## config.mk

```make
export PLATFORM = sky130hd
export DESIGN_NAME = delay_tap_ctrl_flat
export DESIGN_NICKNAME = d
export VERILOG_FILES = /design/src/rtl/delay_tap_ctrl_if.sv /design/src/rtl/delay_tap_ctrl.sv /design/src/flat_wrapper.sv
export SDC_FILE = /design/constraint.sdc
export NUM_CORES = 1
export LEC_CHECK = 0
export ABC_AREA = 1
export BUFFER_PORTS_ARGS = -buffer_cell sky130_fd_sc_hd__buf_2
export CAP_MARGIN = 15
export CELL_PAD_IN_SITES_DETAIL_PLACEMENT = 1
export CELL_PAD_IN_SITES_GLOBAL_PLACEMENT = 1
export CORE_ASPECT_RATIO = 1.75
export CORE_MARGIN = 2
export CORE_UTILIZATION = 40
export CTS_CLUSTER_DIAMETER = 120
export DETAILED_ROUTE_END_ITERATION = 16
export PLACE_DENSITY = 0.8
export SLEW_MARGIN = 20
export SYNTH_ARGS = -nofsm -noshare
export SYNTH_HDL_FRONTEND = slang
export SYNTH_SLANG_ARGS = --single-unit
```

## constraint.sdc

```tcl
create_clock -name clk -period 12.3 [get_ports clk]
set_input_delay 0.615 -clock clk [delete_from_list [all_inputs] [get_ports clk]]
set_output_delay 0.615 -clock clk [all_outputs]
set_load 0.02 [all_outputs]
```

## src/rtl/delay_tap_ctrl_if.sv

```systemverilog
// delay_tap_ctrl_if: data, config and status bundle for delay_tap_ctrl.
// DELAY_TAP_CTRL_STATS_EN adds the drop_cnt / rej_cnt status counters.
interface delay_tap_ctrl_if #(
  parameter int WIDTH = 8,
  parameter int CNT_W = 5
);
  logic             ena;
  logic [WIDTH-1:0] d;
  logic             d_valid;
  logic             cfg_stb;
  logic [CNT_W-1:0] cfg_delay;
  logic             cfg_ack;
  logic             cfg_err;
  logic             busy;
  logic [CNT_W-1:0] cur_delay;
  logic [WIDTH-1:0] q;
  logic             q_valid;
`ifdef DELAY_TAP_CTRL_STATS_EN
  logic [15:0]      drop_cnt;
  logic [15:0]      rej_cnt;

  modport master (
    output ena, d, d_valid,
    output cfg_stb, cfg_delay,
    input  cfg_ack, cfg_err, busy,
    input  cur_delay, q, q_valid,
    input  drop_cnt, rej_cnt
  );

  modport slave (
    input  ena, d, d_valid,
    input  cfg_stb, cfg_delay,
    output cfg_ack, cfg_err, busy,
    output cur_delay, q, q_valid,
    output drop_cnt, rej_cnt
  );
`else
  modport master (
    output ena, d, d_valid,
    output cfg_stb, cfg_delay,
    input  cfg_ack, cfg_err, busy,
    input  cur_delay, q, q_valid
  );

  modport slave (
    input  ena, d, d_valid,
    input  cfg_stb, cfg_delay,
    output cfg_ack, cfg_err, busy,
    output cur_delay, q, q_valid
  );
`endif
endinterface

```

## src/rtl/delay_tap_ctrl.sv

```systemverilog
// delay_tap_ctrl: retunable delay line with flush/refill sequencing.
// DELAY_TAP_CTRL_STATS_EN adds dropped/rejected request counters.
module delay_tap_ctrl #(
  parameter int WIDTH         = 8,
  parameter int MAX_CYCLES    = 16,
  parameter int DEFAULT_DELAY = 1,
  parameter int CNT_W         = $clog2(MAX_CYCLES+1)
) (
  input logic              clk,
  input logic              rst,
  delay_tap_ctrl_if.slave  bus
);

  typedef enum logic [1:0] {
    S_RUN,
    S_FLUSH,
    S_FILL
  } state_t;

  localparam logic [CNT_W-1:0] MAXD = CNT_W'(MAX_CYCLES);
  localparam logic [CNT_W-1:0] DEFD = CNT_W'(DEFAULT_DELAY);

  state_t           state, state_n;
  logic [CNT_W-1:0] cur_delay;
  logic [CNT_W-1:0] fcnt;
  logic             ack, err;
  logic             ack_n, err_n;
  logic             load, flush;
  logic             fill_clr, fill_inc;

  logic [WIDTH-1:0]      sd [MAX_CYCLES];
  logic [MAX_CYCLES-1:0] sv;

  logic [WIDTH-1:0] tap_d;
  logic             tap_v;
  logic             busy;

  assign busy = (state != S_RUN);

  // Next state and control strobes of the retune sequencer
  always_comb begin
    state_n  = state;
    ack_n    = 1'b0;
    err_n    = 1'b0;
    load     = 1'b0;
    flush    = 1'b0;
    fill_clr = 1'b0;
    fill_inc = 1'b0;
    unique case (state)
      S_RUN: begin
        if (bus.cfg_stb) begin
          if (bus.cfg_delay > MAXD) begin
            ack_n = 1'b1;
            err_n = 1'b1;
          end else begin
            load    = 1'b1;
            state_n = S_FLUSH;
          end
        end
      end
      S_FLUSH: begin
        flush    = 1'b1;
        fill_clr = 1'b1;
        if (cur_delay == '0) begin
          state_n = S_RUN;
          ack_n   = 1'b1;
        end else begin
          state_n = S_FILL;
        end
      end
      S_FILL: begin
        if (bus.ena) begin
          if (fcnt == cur_delay - CNT_W'(1)) begin
            state_n = S_RUN;
            ack_n   = 1'b1;
          end else begin
            fill_inc = 1'b1;
          end
        end
      end
      default: state_n = S_RUN;
    endcase
  end

  // Sequencer state, active delay, fill counter and ack pulse
  always_ff @(posedge clk) begin
    if (rst) begin
      state     <= S_RUN;
      cur_delay <= DEFD;
      fcnt      <= '0;
      ack       <= 1'b0;
      err       <= 1'b0;
    end else begin
      state <= state_n;
      ack   <= ack_n;
      err   <= err_n;
      if (load)
        cur_delay <= bus.cfg_delay;
      if (fill_clr)
        fcnt <= '0;
      else if (fill_inc)
        fcnt <= fcnt + CNT_W'(1);
    end
  end

  // Shift stages; a flush invalidates every stage but keeps data
  always_ff @(posedge clk) begin
    if (rst) begin
      for (int i = 0; i < MAX_CYCLES; i++)
        sd[i] <= '0;
      sv <= '0;
    end else begin
      if (bus.ena) begin
        sd[0] <= bus.d;
        for (int i = 1; i < MAX_CYCLES; i++)
          sd[i] <= sd[i-1];
      end
      if (flush) begin
        sv <= '0;
      end else if (bus.ena) begin
        sv[0] <= bus.d_valid;
        for (int i = 1; i < MAX_CYCLES; i++)
          sv[i] <= sv[i-1];
      end
    end
  end

  // Output tap: delay 0 bypasses the stages entirely
  always_comb begin
    tap_d = bus.d;
    tap_v = bus.d_valid;
    for (int i = 0; i < MAX_CYCLES; i++) begin
      if (cur_delay == CNT_W'(i + 1)) begin
        tap_d = sd[i];
        tap_v = sv[i];
      end
    end
  end

  assign bus.q         = tap_d;
  assign bus.q_valid   = tap_v & ~busy;
  assign bus.busy      = busy;
  assign bus.cfg_ack   = ack;
  assign bus.cfg_err   = err;
  assign bus.cur_delay = cur_delay;

`ifdef DELAY_TAP_CTRL_STATS_EN
  logic [15:0] drop_cnt;
  logic [15:0] rej_cnt;

  // Saturating counts of dropped and rejected requests
  always_ff @(posedge clk) begin
    if (rst) begin
      drop_cnt <= '0;
      rej_cnt  <= '0;
    end else begin
      if (busy && bus.cfg_stb && drop_cnt != 16'hFFFF)
        drop_cnt <= drop_cnt + 16'd1;
      if (err_n && rej_cnt != 16'hFFFF)
        rej_cnt <= rej_cnt + 16'd1;
    end
  end

  assign bus.drop_cnt = drop_cnt;
  assign bus.rej_cnt  = rej_cnt;
`endif

endmodule

```

## src/flat_wrapper.sv

```systemverilog
// flat-port wrapper written by rule: the top's interface ports become plain ports
module delay_tap_ctrl_flat 
#(
  parameter int WIDTH         = 8,
  parameter int MAX_CYCLES    = 16,
  parameter int DEFAULT_DELAY = 1,
  parameter int CNT_W         = $clog2(MAX_CYCLES+1)
)
  (clk, rst, bus_ena, bus_d, bus_d_valid, bus_cfg_stb, bus_cfg_delay, bus_cfg_ack, bus_cfg_err, bus_busy, bus_cur_delay, bus_q, bus_q_valid);
  delay_tap_ctrl_if #(.WIDTH(WIDTH), .CNT_W(CNT_W)) bus_i ();
  input logic clk;
  input logic rst;
  input wire logic [$bits(bus_i.ena)-1:0] bus_ena;
  input wire logic [$bits(bus_i.d)-1:0] bus_d;
  input wire logic [$bits(bus_i.d_valid)-1:0] bus_d_valid;
  input wire logic [$bits(bus_i.cfg_stb)-1:0] bus_cfg_stb;
  input wire logic [$bits(bus_i.cfg_delay)-1:0] bus_cfg_delay;
  output wire logic [$bits(bus_i.cfg_ack)-1:0] bus_cfg_ack;
  output wire logic [$bits(bus_i.cfg_err)-1:0] bus_cfg_err;
  output wire logic [$bits(bus_i.busy)-1:0] bus_busy;
  output wire logic [$bits(bus_i.cur_delay)-1:0] bus_cur_delay;
  output wire logic [$bits(bus_i.q)-1:0] bus_q;
  output wire logic [$bits(bus_i.q_valid)-1:0] bus_q_valid;
  assign bus_i.ena = bus_ena;
  assign bus_i.d = bus_d;
  assign bus_i.d_valid = bus_d_valid;
  assign bus_i.cfg_stb = bus_cfg_stb;
  assign bus_i.cfg_delay = bus_cfg_delay;
  assign bus_cfg_ack = bus_i.cfg_ack;
  assign bus_cfg_err = bus_i.cfg_err;
  assign bus_busy = bus_i.busy;
  assign bus_cur_delay = bus_i.cur_delay;
  assign bus_q = bus_i.q;
  assign bus_q_valid = bus_i.q_valid;
  delay_tap_ctrl #(.WIDTH(WIDTH), .MAX_CYCLES(MAX_CYCLES), .DEFAULT_DELAY(DEFAULT_DELAY), .CNT_W(CNT_W)) u_core (.clk(clk), .rst(rst), .bus(bus_i));
endmodule
```

==> run summary, run 1 <==
First-pass GRT wire length -> 31400 um
P per Cell Area -> 148 mW/mm^2
Core Box Area -> 0.0198 sq mm
Crit path DAT -> 3280 ps
Die height -> 192 um
Input/output buffers -> 34
Clock tree buffer depth -> 2
Critical path endpoint category -> primary output
Slew HR -> 0.361
Largest cells by area after synthesis -> edfxtp_1 (47%), inv_1 (9.2%), nand2_1 (8.6%)
Tmin final -> 3890 ps
Syn_nets -> 1009
H-tree depth -> 4
Synth warn -> 0
# nets final -> 1031
Initial Util -> 0.409
Maximum VDD drop -> 0.0924 mV
Final hold violation count -> 0
Vias in the first global route -> 6659
Commonest non-fill, non-tap cell in the layout -> inv_1
Final Max Slew Viols -> 0
Via-to-Cell Ratio -> 4.89
Flop-to-flop setup slack -> 9940 ps
Layout cell share with drive strength beyond 1 -> 0.131
Die ar. -> 0.0215 sq mm
Cts repair resizes -> 0
Fmax -> 0.257 GHz
DR iter-0 viols -> 307
Yosys top cell area share -> 0.474
Post-synthesis sequential area ratio -> 0.548
R2R cell count -> 11
Layout area overhead -> 11.1%
Clock transition at the registers of the reported paths -> 60 ps
Startpoint types -> register
Post-CTS Repair Setup Buffers -> 0
Distinct cells, synth -> 36
Vias -> 6184
Dominant cell type by area after synthesis -> edfxtp_1
Clock Skew -> 6.79 ps
Total global routing overflow -> 0
Hold WC Path Type -> input pin to register
Most frequent cells in the layout -> inv_1 (199), nand2_1 (183), nor2_1 (144)
Area of the multi-input gates -> 0.00262 sq mm
Antenna viol nets, final -> 0
CP Max Fanout -> 12
Status -> completed
Post-synthesis register bit count -> 158
RePlAce Congestion -> 0.781
Drt pass-1 iters -> 4
Initial antenna violation count -> 0
Root Buffer -> clkbuf_16
Clk Latency, worst-skew pair -> 430 ps
Worst path required time -> 11690 ps
RSZ-0062 raised after global routing -> false
Tightest Pin Transition -> 959 ps
Syn Area/Cell -> 8.23 sq um
HPWL after DPL -> 12700 um
Drc violations -> 0
FILL cells -> 2431
Hold Path Cell Cnt -> 3
Die width -> 112 um
N_diodes -> 0
DR WL/cell -> 14.5 um
Floorplan row count -> 68
Post-Synthesis Cells -> 985
IO Pins -> 35
Final Cycle Share -> 0.316
Clock sink total -> 158
Total power -> 1.33 mW
Pleak -> 3.82 nW
Global Route Usage Sum -> 0.184
Num CTS Buffers -> 17
Post-synthesis cell area -> 0.00811 sq mm
Hold_buf cts -> 0
# setup viols final -> 0
Register area -> 0.00444 sq mm
Critical path class -> register to primary output
Final wirelength -> 18300 um
CTS tree -> yes
Max Cap Viol -> 0
Fin Setup TNS -> 0 ps
Largest net degree at the start of global routing -> 81
-- critical path, cell delays in order (launching register included) --
cell	delay, ps
dfxtp_1	410
ha_1	170
inv_1	40
nor2_2	210
nand2_1	360
o21ai_0	320
inv_2	50
nand2_1	60
nand2_1	60
nand2_1	70
nand2_1	80
nand2_1	90
nand2_1	70
nand2_1	90
nand2_1	50
nand2_1	60
nand3_1	70
nand3_1	90
nand2_1	60
nand2_1	50
nand2_1	60
nand2_1	60
nand2_1	50
nand2_1	60
buf_2	160
-- final cells by class --
class	instances	share of cell area
flip-flops and latches	158	0.493
multi-input cells	558	0.291
inverters	235	0.0979
clock buffers	23	0.0532
well taps	245	0.0340
repair buffers	37	0.0214
clock inverters	9	0.00931
-- flip-flops by register name, summed over array words and instances, names as in the netlist --
signal and count:
u_core.bus.cfg_ack 1, u_core.bus.cfg_err 1, u_core.bus.cur_delay 5, u_core.fcnt 5, u_core.sd 128, u_core.state 2
u_core.sv 16
-- logic make-up after synthesis --
family                   after synthesis  synth area share
flip-flops                           158             0.548
AO/OA/AOI/OAI                        137            0.0918
adder cells (fa/ha/maj)                6           0.00926
AND/OR/NAND/NOR                      408             0.213
buffers and inverters                269             0.130
XOR/XNOR                               7           0.00756
-- path summary, 6_finish.rpt --
kind                                                             end                                 start
worst min register to register            u_core.sv[15]$_SDFFE_PP0P_            u_core.sv[15]$_SDFFE_PP0P_
worst max register to register           u_core.fcnt[4]$_SDFFE_PP0P_  u_core.bus.cur_delay[0]$_SDFFE_PP1P_
worst max-delay path                                        bus_q[1]  u_core.bus.cur_delay[0]$_SDFFE_PP1P_
worst min-delay path            u_core.bus.cur_delay[0]$_SDFFE_PP1P_                      bus_cfg_delay[0]
-- through the flow --
step | std cells | area (sq um) | hold slack, ps | setup WS, ps | util
final | 1265 | 9010 | 449 | 8410 | 0.454
after global routing | 1265 | 9010 | 461 | 8010 | 0.454
after CTS | 1265 | 9010 | 440 | 8360 | 0.454
after detailed placement | 1233 | 8440 | 464 | 8620 | 0.426
after global placement | 1233 | 8440 | 464 | 8670 | 0.426
after floorplan | 985 | 8110 | 438 | 7750 | -
-- report_power, final --
part	switching, mW	internal (mW)
registers	0.0154	0.612
logic	0.134	0.0584
clock network	0.214	0.295
-- layer usage --
metal	up-vias	global-route usage	wire, um
met2	45	0.370	10600
li1	3101	-	-
met5	-	0	0
met3	21	0.0361	326
met1	3017	0.183	7120
met4	0	0.0665	280
-- cell usage after synthesis --
cell type  instances
buf_2              6
nor3_1             2
edfxtp_1         128
nand4_1            2
buf_6              4
ha_1               6
a21oi_1           29
nand2_4            2
or2_2              2
o21ai_0           64
inv_2             33
nand3_2            3
nand2_1          185
xnor2_1            4
a31oi_1            1
nor2_1           144
a21oi_2            6
inv_1            199
clkbuf_1          22
or2_0              1
nor3b_1            1
dfxtp_1           30
o22ai_1            1
a2111oi_1          1
nand3_1           49
nor2_2             4
o21bai_1           1
nor2_4             8
nand2_2            5
clkinv_1           3
o21ai_1           26
o41ai_1            1
buf_4              2
xor2_1             3
o211ai_1           3
o21ai_2            4
No activity file was read; power rests on OpenSTA's default activity.
==> run 2, diff against run 1 <==
==> constraint.sdc (replaced) <==
create_clock -name clk -period 3.8 [get_ports clk]
set_input_delay 0.19 -clock clk [delete_from_list [all_inputs] [get_ports clk]]
set_output_delay 0.19 -clock clk [all_outputs]
set_load 0.02 [all_outputs]
==> run 2 against run 1 <==
  * Non-clock buffer count grew 7
  * Worst hold slack worse by 410 ps
  * Total power increased to 3.4 times the previous value
  * Flip-flop and latch count unchanged
  * Combinational power increased to 3.3 times the previous value
==> run summary, run 2 (same netlist as run 1, synthesis figures left out) <==
Clock Skew -> 10.6 ps (was 6.79 ps)
Startpoint types -> register (unchanged)
Core Box Area -> 0.0198 sq mm (unchanged)
Post-CTS Repair Setup Buffers -> 0 (unchanged)
Drt pass-1 iters -> 6 (was 4)
DR iter-0 viols -> 277 (was 307)
Commonest non-fill, non-tap cell in the layout -> inv_1 (unchanged)
Biggest regs -> u_core.sd x128, u_core.sv x16 (unchanged)
HPWL after DPL -> 13400 um (was 12700 um)
Largest register FFs -> 128 (unchanged)
IO Pins -> 35 (unchanged)
# nets final -> 1038 (was 1031)
Tightest Pin Transition -> 647 ps (was 959 ps)
Hold WC Path Type -> input pin to register (unchanged)
Final wirelength -> 19000 um (was 18300 um)
P per Cell Area -> 491 mW/mm^2 (was 148 mW/mm^2)
Status -> completed (unchanged)
Clk Latency, worst-skew pair -> 440 ps (was 430 ps)
Layout cell share with drive strength beyond 1 -> 0.138 (was 0.131)
RSZ-0062 raised after global routing -> false (unchanged)
Die ar. -> 0.0215 sq mm (unchanged)
Final Max Slew Viols -> 0 (unchanged)
Initial antenna violation count -> 0 (unchanged)
Initial Util -> 0.409 (unchanged)
Maximum VDD drop -> 0.238 mV (was 0.0924 mV)
CTS tree -> yes (unchanged)
DR WL/cell -> 14.9 um (was 14.5 um)
Critical path endpoint category -> primary output (unchanged)
Total power -> 4.49 mW (was 1.33 mW)
Vias -> 6201 (was 6184)
Most frequent cells in the layout -> inv_1 (199), nand2_1 (183), nor2_1 (144) (unchanged)
Worst path required time -> 3610 ps (was 11690 ps)
Pleak -> 3.88 nW (was 3.82 nW)
CP Max Fanout -> 12 (unchanged)
Clock sink total -> 158 (unchanged)
Layout area overhead -> 12.9% (was 11.1%)
Die width -> 112 um (unchanged)
Num CTS Buffers -> 17 (unchanged)
Drc violations -> 0 (unchanged)
Largest net degree at the start of global routing -> 54 (was 81)
Antenna viol nets, final -> 0 (unchanged)
# setup viols final -> 0 (unchanged)
Fin Setup TNS -> 0 ps (unchanged)
Cts repair resizes -> 0 (unchanged)
Tmin final -> 3330 ps
Clock transition at the registers of the reported paths -> 60 ps (about the same)
Hold WS -> 40.3 ps (was 449 ps)
Fmax -> 0.301 GHz
Via-to-Cell Ratio -> 4.88 (was 4.89)
Global Route Usage Sum -> 0.188 (was 0.184)
Total global routing overflow -> 0 (unchanged)
Crit path DAT -> 3140 ps (was 3280 ps)
Final hold violation count -> 0 (unchanged)
Root Buffer -> clkbuf_16 (unchanged)
First-pass GRT wire length -> 32100 um (was 31400 um)
Floorplan row count -> 68 (unchanged)
H-tree depth -> 4 (unchanged)
Most flops, register -> u_core.sd (unchanged)
Hold_buf cts -> 0 (unchanged)
Max Cap Viol -> 0 (unchanged)
Die height -> 192 um (unchanged)
Clock tree buffer depth -> 2 (unchanged)
Final Util -> 0.462 (was 0.454)
Input/output buffers -> 34 (unchanged)
Vias in the first global route -> 6670 (was 6659)
RePlAce Congestion -> 0.840 (was 0.781)
Final Cycle Share -> 0.876
Slew HR -> 0.567 (was 0.361)
Critical path class -> register to primary output (unchanged)
N_diodes -> 0 (unchanged)
run 2: path summary, 6_finish.rpt:
check                                             from                          end  slack (ps)  depth (start not counted)
setup / recovery  u_core.bus.cur_delay[0]$_SDFFE_PP1P_                     bus_q[4]         470                         23
setup reg to reg  u_core.bus.cur_delay[0]$_SDFFE_PP1P_  u_core.fcnt[4]$_SDFFE_PP0P_        1410                         11
hold / removal                             bus_d_valid    u_core.sv[0]$_SDFFE_PP0P_          40                          3
hold reg to reg             u_core.sv[15]$_SDFFE_PP0P_   u_core.sv[15]$_SDFFE_PP0P_         460                          2
run 2: metrics by stage:
step | std cells | setup slack, ps | instance area (sq um)
final | 1271 | 473 | 9150
after global routing | 1271 | 139 | 9150
after CTS | 1271 | 402 | 9150
after detailed placement | 1240 | 907 | 8530
after global placement | 1240 | 945 | 8530
after floorplan | 985 | 871 | 8110
run 2: layout make-up:
type	count	area (sq um)
Clock buffer	19	433
Clock inverter	12	185
Fill cell	2445	10700
Inverter	235	882
Multi-Input combinational cell	558	2620
Sequential cell	158	4440
Tap cell	245	307
Timing Repair Buffer	44	283
run 2: worst max-delay path: stages, from the launching register on:
cell	delay (ps)
dfxtp_1	410
ha_1	170
inv_1	50
nor2_2	190
nand2_1	330
o21ai_1	190
clkinv_1	70
o21ai_1	70
nand3_1	90
nand3_1	90
nand2_1	60
nand2_1	60
nand2_1	60
nand3_1	70
nand3_1	60
o21ai_1	110
nand2_1	100
nand2_1	90
nand2_1	60
nand2_1	70
nand2_1	50
nand2_1	60
nand2_1	40
buf_2	150
run 2: per-layer routing:
| metal | global-route usage | share of wire | up-vias |
|---|---|---|---|
| met3 | 0.0273 | 0.015 | 23 |
| met1 | 0.189 | 0.38 | 3022 |
| met2 | 0.384 | 0.59 | 48 |
| met5 | 0 | 0 | - |
| met4 | 0.0679 | 0.017 | 0 |
| li1 | - | - | 3108 |
run 2: power by group:
part | switching [mW] | internal [mW]
Sequential | 0.0503 | 1.98
Clock | 0.727 | 1.10
Combinational | 0.432 | 0.197
==> run 3, diff against run 2 <==
--- a/config.mk
+++ b/config.mk
@@ -16,6 +16,7 @@
 export CTS_CLUSTER_DIAMETER = 120
 export DETAILED_ROUTE_END_ITERATION = 16
 export PLACE_DENSITY = 0.8
+export REMOVE_ABC_BUFFERS = 1
 export SLEW_MARGIN = 20
 export SYNTH_ARGS = -nofsm -noshare
 export SYNTH_HDL_FRONTEND = slang
==> run 3 against run 2 <==
  * Core utilization stayed put
  * Critical path depth is 2 lower
  * Total power is 1.1% lower
  * Count of clock-buffer cells in the layout stayed put
  * Worst setup slack worse by 80 ps
  * Final area stayed put
  * Cell count is 0.39% higher
  * First-iteration DRC count is 2.9% lower
  * Worst hold slack worse by 19 ps
==> run summary, run 3 (same netlist as run 1, synthesis figures left out) <==
Status -> completed (unchanged)
Hold WS -> 20.8 ps (was 40.3 ps)
FILL cells -> 2372 (was 2445)
Layout cell share with drive strength beyond 1 -> 0.142 (was 0.138)
Largest register FFs -> 128 (unchanged)
DR iter-0 viols -> 269 (was 277)
Fmax -> 0.294 GHz (was 0.301 GHz)
RePlAce Congestion -> 0.835 (was 0.840)
IO Pins -> 35 (unchanged)
First-pass GRT wire length -> 32900 um (was 32100 um)
Max Cap Viol -> 0 (unchanged)
Clock Skew -> 9.51 ps (was 10.6 ps)
H-tree depth -> 4 (unchanged)
Die ar. -> 0.0215 sq mm (unchanged)
Root Buffer -> clkbuf_16 (unchanged)
Clock tree buffer depth -> 2 (unchanged)
Most frequent cells in the layout -> inv_1 (199), nand2_1 (182), nor2_1 (144) (was inv_1 (199), nand2_1 (183), nor2_1 (144))
Die width -> 112 um (unchanged)
Clock transition at the registers of the reported paths -> 60 ps (about the same)
Die height -> 192 um (unchanged)
Floorplan row count -> 68 (unchanged)
N_diodes -> 0 (unchanged)
Most flops, register -> u_core.sd (unchanged)
Input/output buffers -> 34 (unchanged)
Layout area overhead -> 12.9% (unchanged)
Tmin final -> 3410 ps (was 3330 ps)
Slew HR -> 0.445 (was 0.567)
Critical path class -> register to primary output (unchanged)
Crit Reg-Reg Startpoint -> u_core.bus.cur_delay[0]$_SDFFE_PP1P_ (unchanged)
Clk Latency, worst-skew pair -> 440 ps (about the same)
Biggest regs -> u_core.sd x128, u_core.sv x16 (unchanged)
Core Box Area -> 0.0198 sq mm (unchanged)
Final Max Slew Viols -> 0 (unchanged)
Final wirelength -> 19600 um (was 19000 um)
Worst path required time -> 3610 ps (about the same)
Largest net degree at the start of global routing -> 54 (unchanged)
Final Cycle Share -> 0.897 (was 0.876)
Crit path DAT -> 3220 ps (was 3140 ps)
Worst Setup SP -> u_core.bus.cur_delay[0]$_SDFFE_PP1P_ (unchanged)
Global Route Usage Sum -> 0.194 (was 0.188)
Final hold violation count -> 0 (unchanged)
Tightest Pin Transition -> 830 ps (was 647 ps)
Drc violations -> 0 (unchanged)
CTS tree -> yes (unchanged)
Initial Util -> 0.409 (unchanged)
Vias in the first global route -> 6768 (was 6670)
Total global routing overflow -> 0 (unchanged)
HPWL after DPL -> 14000 um (was 13400 um)
Via-to-Cell Ratio -> 4.91 (was 4.88)
Maximum VDD drop -> 0.266 mV (was 0.238 mV)
Area of the multi-input gates -> 0.00262 sq mm (about the same)
Pleak -> 3.89 nW (was 3.88 nW)
Hold WC Path Type -> input pin to register (unchanged)
Final cell count without fillers -> 1276 (was 1271)
R2R cell count -> 11 (unchanged)
Hold Path Cell Cnt -> 3 (unchanged)
P per Cell Area -> 485 mW/mm^2 (was 491 mW/mm^2)
Startpoint types -> register (unchanged)
Final Worst Setup Slack -> 393 ps (was 473 ps)
Initial antenna violation count -> 1 (was 0)
Clock sink total -> 158 (unchanged)
Num CTS Buffers -> 17 (unchanged)
Fin Setup TNS -> 0 ps (unchanged)
Critical path endpoint category -> primary output (unchanged)
Hold path start -> bus_cfg_delay[0] (was bus_d_valid)
CP Max Fanout -> 11 (was 12)
Placed insts -> 1244 (was 1240)
# nets final -> 1042 (was 1038)
Dpl ws -> 819 ps (was 907 ps)
Register area -> 0.00444 sq mm (unchanged)
# setup viols final -> 0 (unchanged)
Antenna viol nets, final -> 0 (unchanged)
DR WL/cell -> 15.4 um (was 14.9 um)
Vias -> 6268 (was 6201)
Drt pass-1 iters -> 4 (was 6)
Commonest non-fill, non-tap cell in the layout -> inv_1 (unchanged)
RSZ-0062 raised after global routing -> false (unchanged)
[run 3: area by class of cell]
type	instances	area share
clock inverter	13	0.0180
tap	245	0.0335
inverter	235	0.0964
clock buffer	19	0.0473
multi-input combinational	558	0.286
sequential	158	0.486
timing repair buffer	48	0.0328
[run 3: critical path, stage by stage, from the launching register on]
cell	delay [ps]
dfxtp_1	360
inv_1	160
ha_1	230
nand2_4	100
nor2_2	490
nand2_1	100
nand3_1	110
nand2_1	60
nand2_1	80
nand3_2	80
nand3_2	80
nand2_1	60
nand2_1	80
nand3_1	80
nand3_1	90
nand2_1	60
o21ai_1	80
nand2_1	70
nand2_1	80
nand2_1	60
a21oi_2	110
buf_2	170
[run 3: timing repair]
action	4_1_cts	5_1_grt
setup buffers	0	0
endpoints found under the setup margin	0	1
hold buffers	0	0
resized for setup	0	1
[run 3: worst paths after layout]
kind / endpoint / slack [ps]
max reg2reg: u_core.fcnt[4]$_SDFFE_PP0P_ / 1480
min: u_core.bus.cur_delay[0]$_SDFFE_PP1P_ / 20
min reg2reg: u_core.fcnt[4]$_SDFFE_PP0P_ / 470
max: bus_q[6] / 390
[run 3: layer usage]
layer  vias to the layer above  part of all wire  wire (um)  global-route usage
met2                        63              0.58      11500               0.395
met4                         0             0.024        469              0.0783
met3                        41             0.018        361              0.0286
li1                       3116                 -          -                   -
met5                         -                 0          0                   0
met1                      3048              0.37       7330               0.191
[run 3: stage by stage]
stage	power (mW)	area (sq um)	utilization
floorplan	2.49	7940	-
global placement	2.68	8550	0.431
detailed placement	2.70	8550	0.431
CTS	4.47	9150	0.462
global route	4.62	9150	0.462
finish	4.44	9150	0.462
[run 3: where the power goes]
group	leakage [nW]	internal (mW)	switching, mW
logic	1.95	0.199	0.435
clock network	0.283	1.04	0.740
registers	1.66	1.98	0.0498
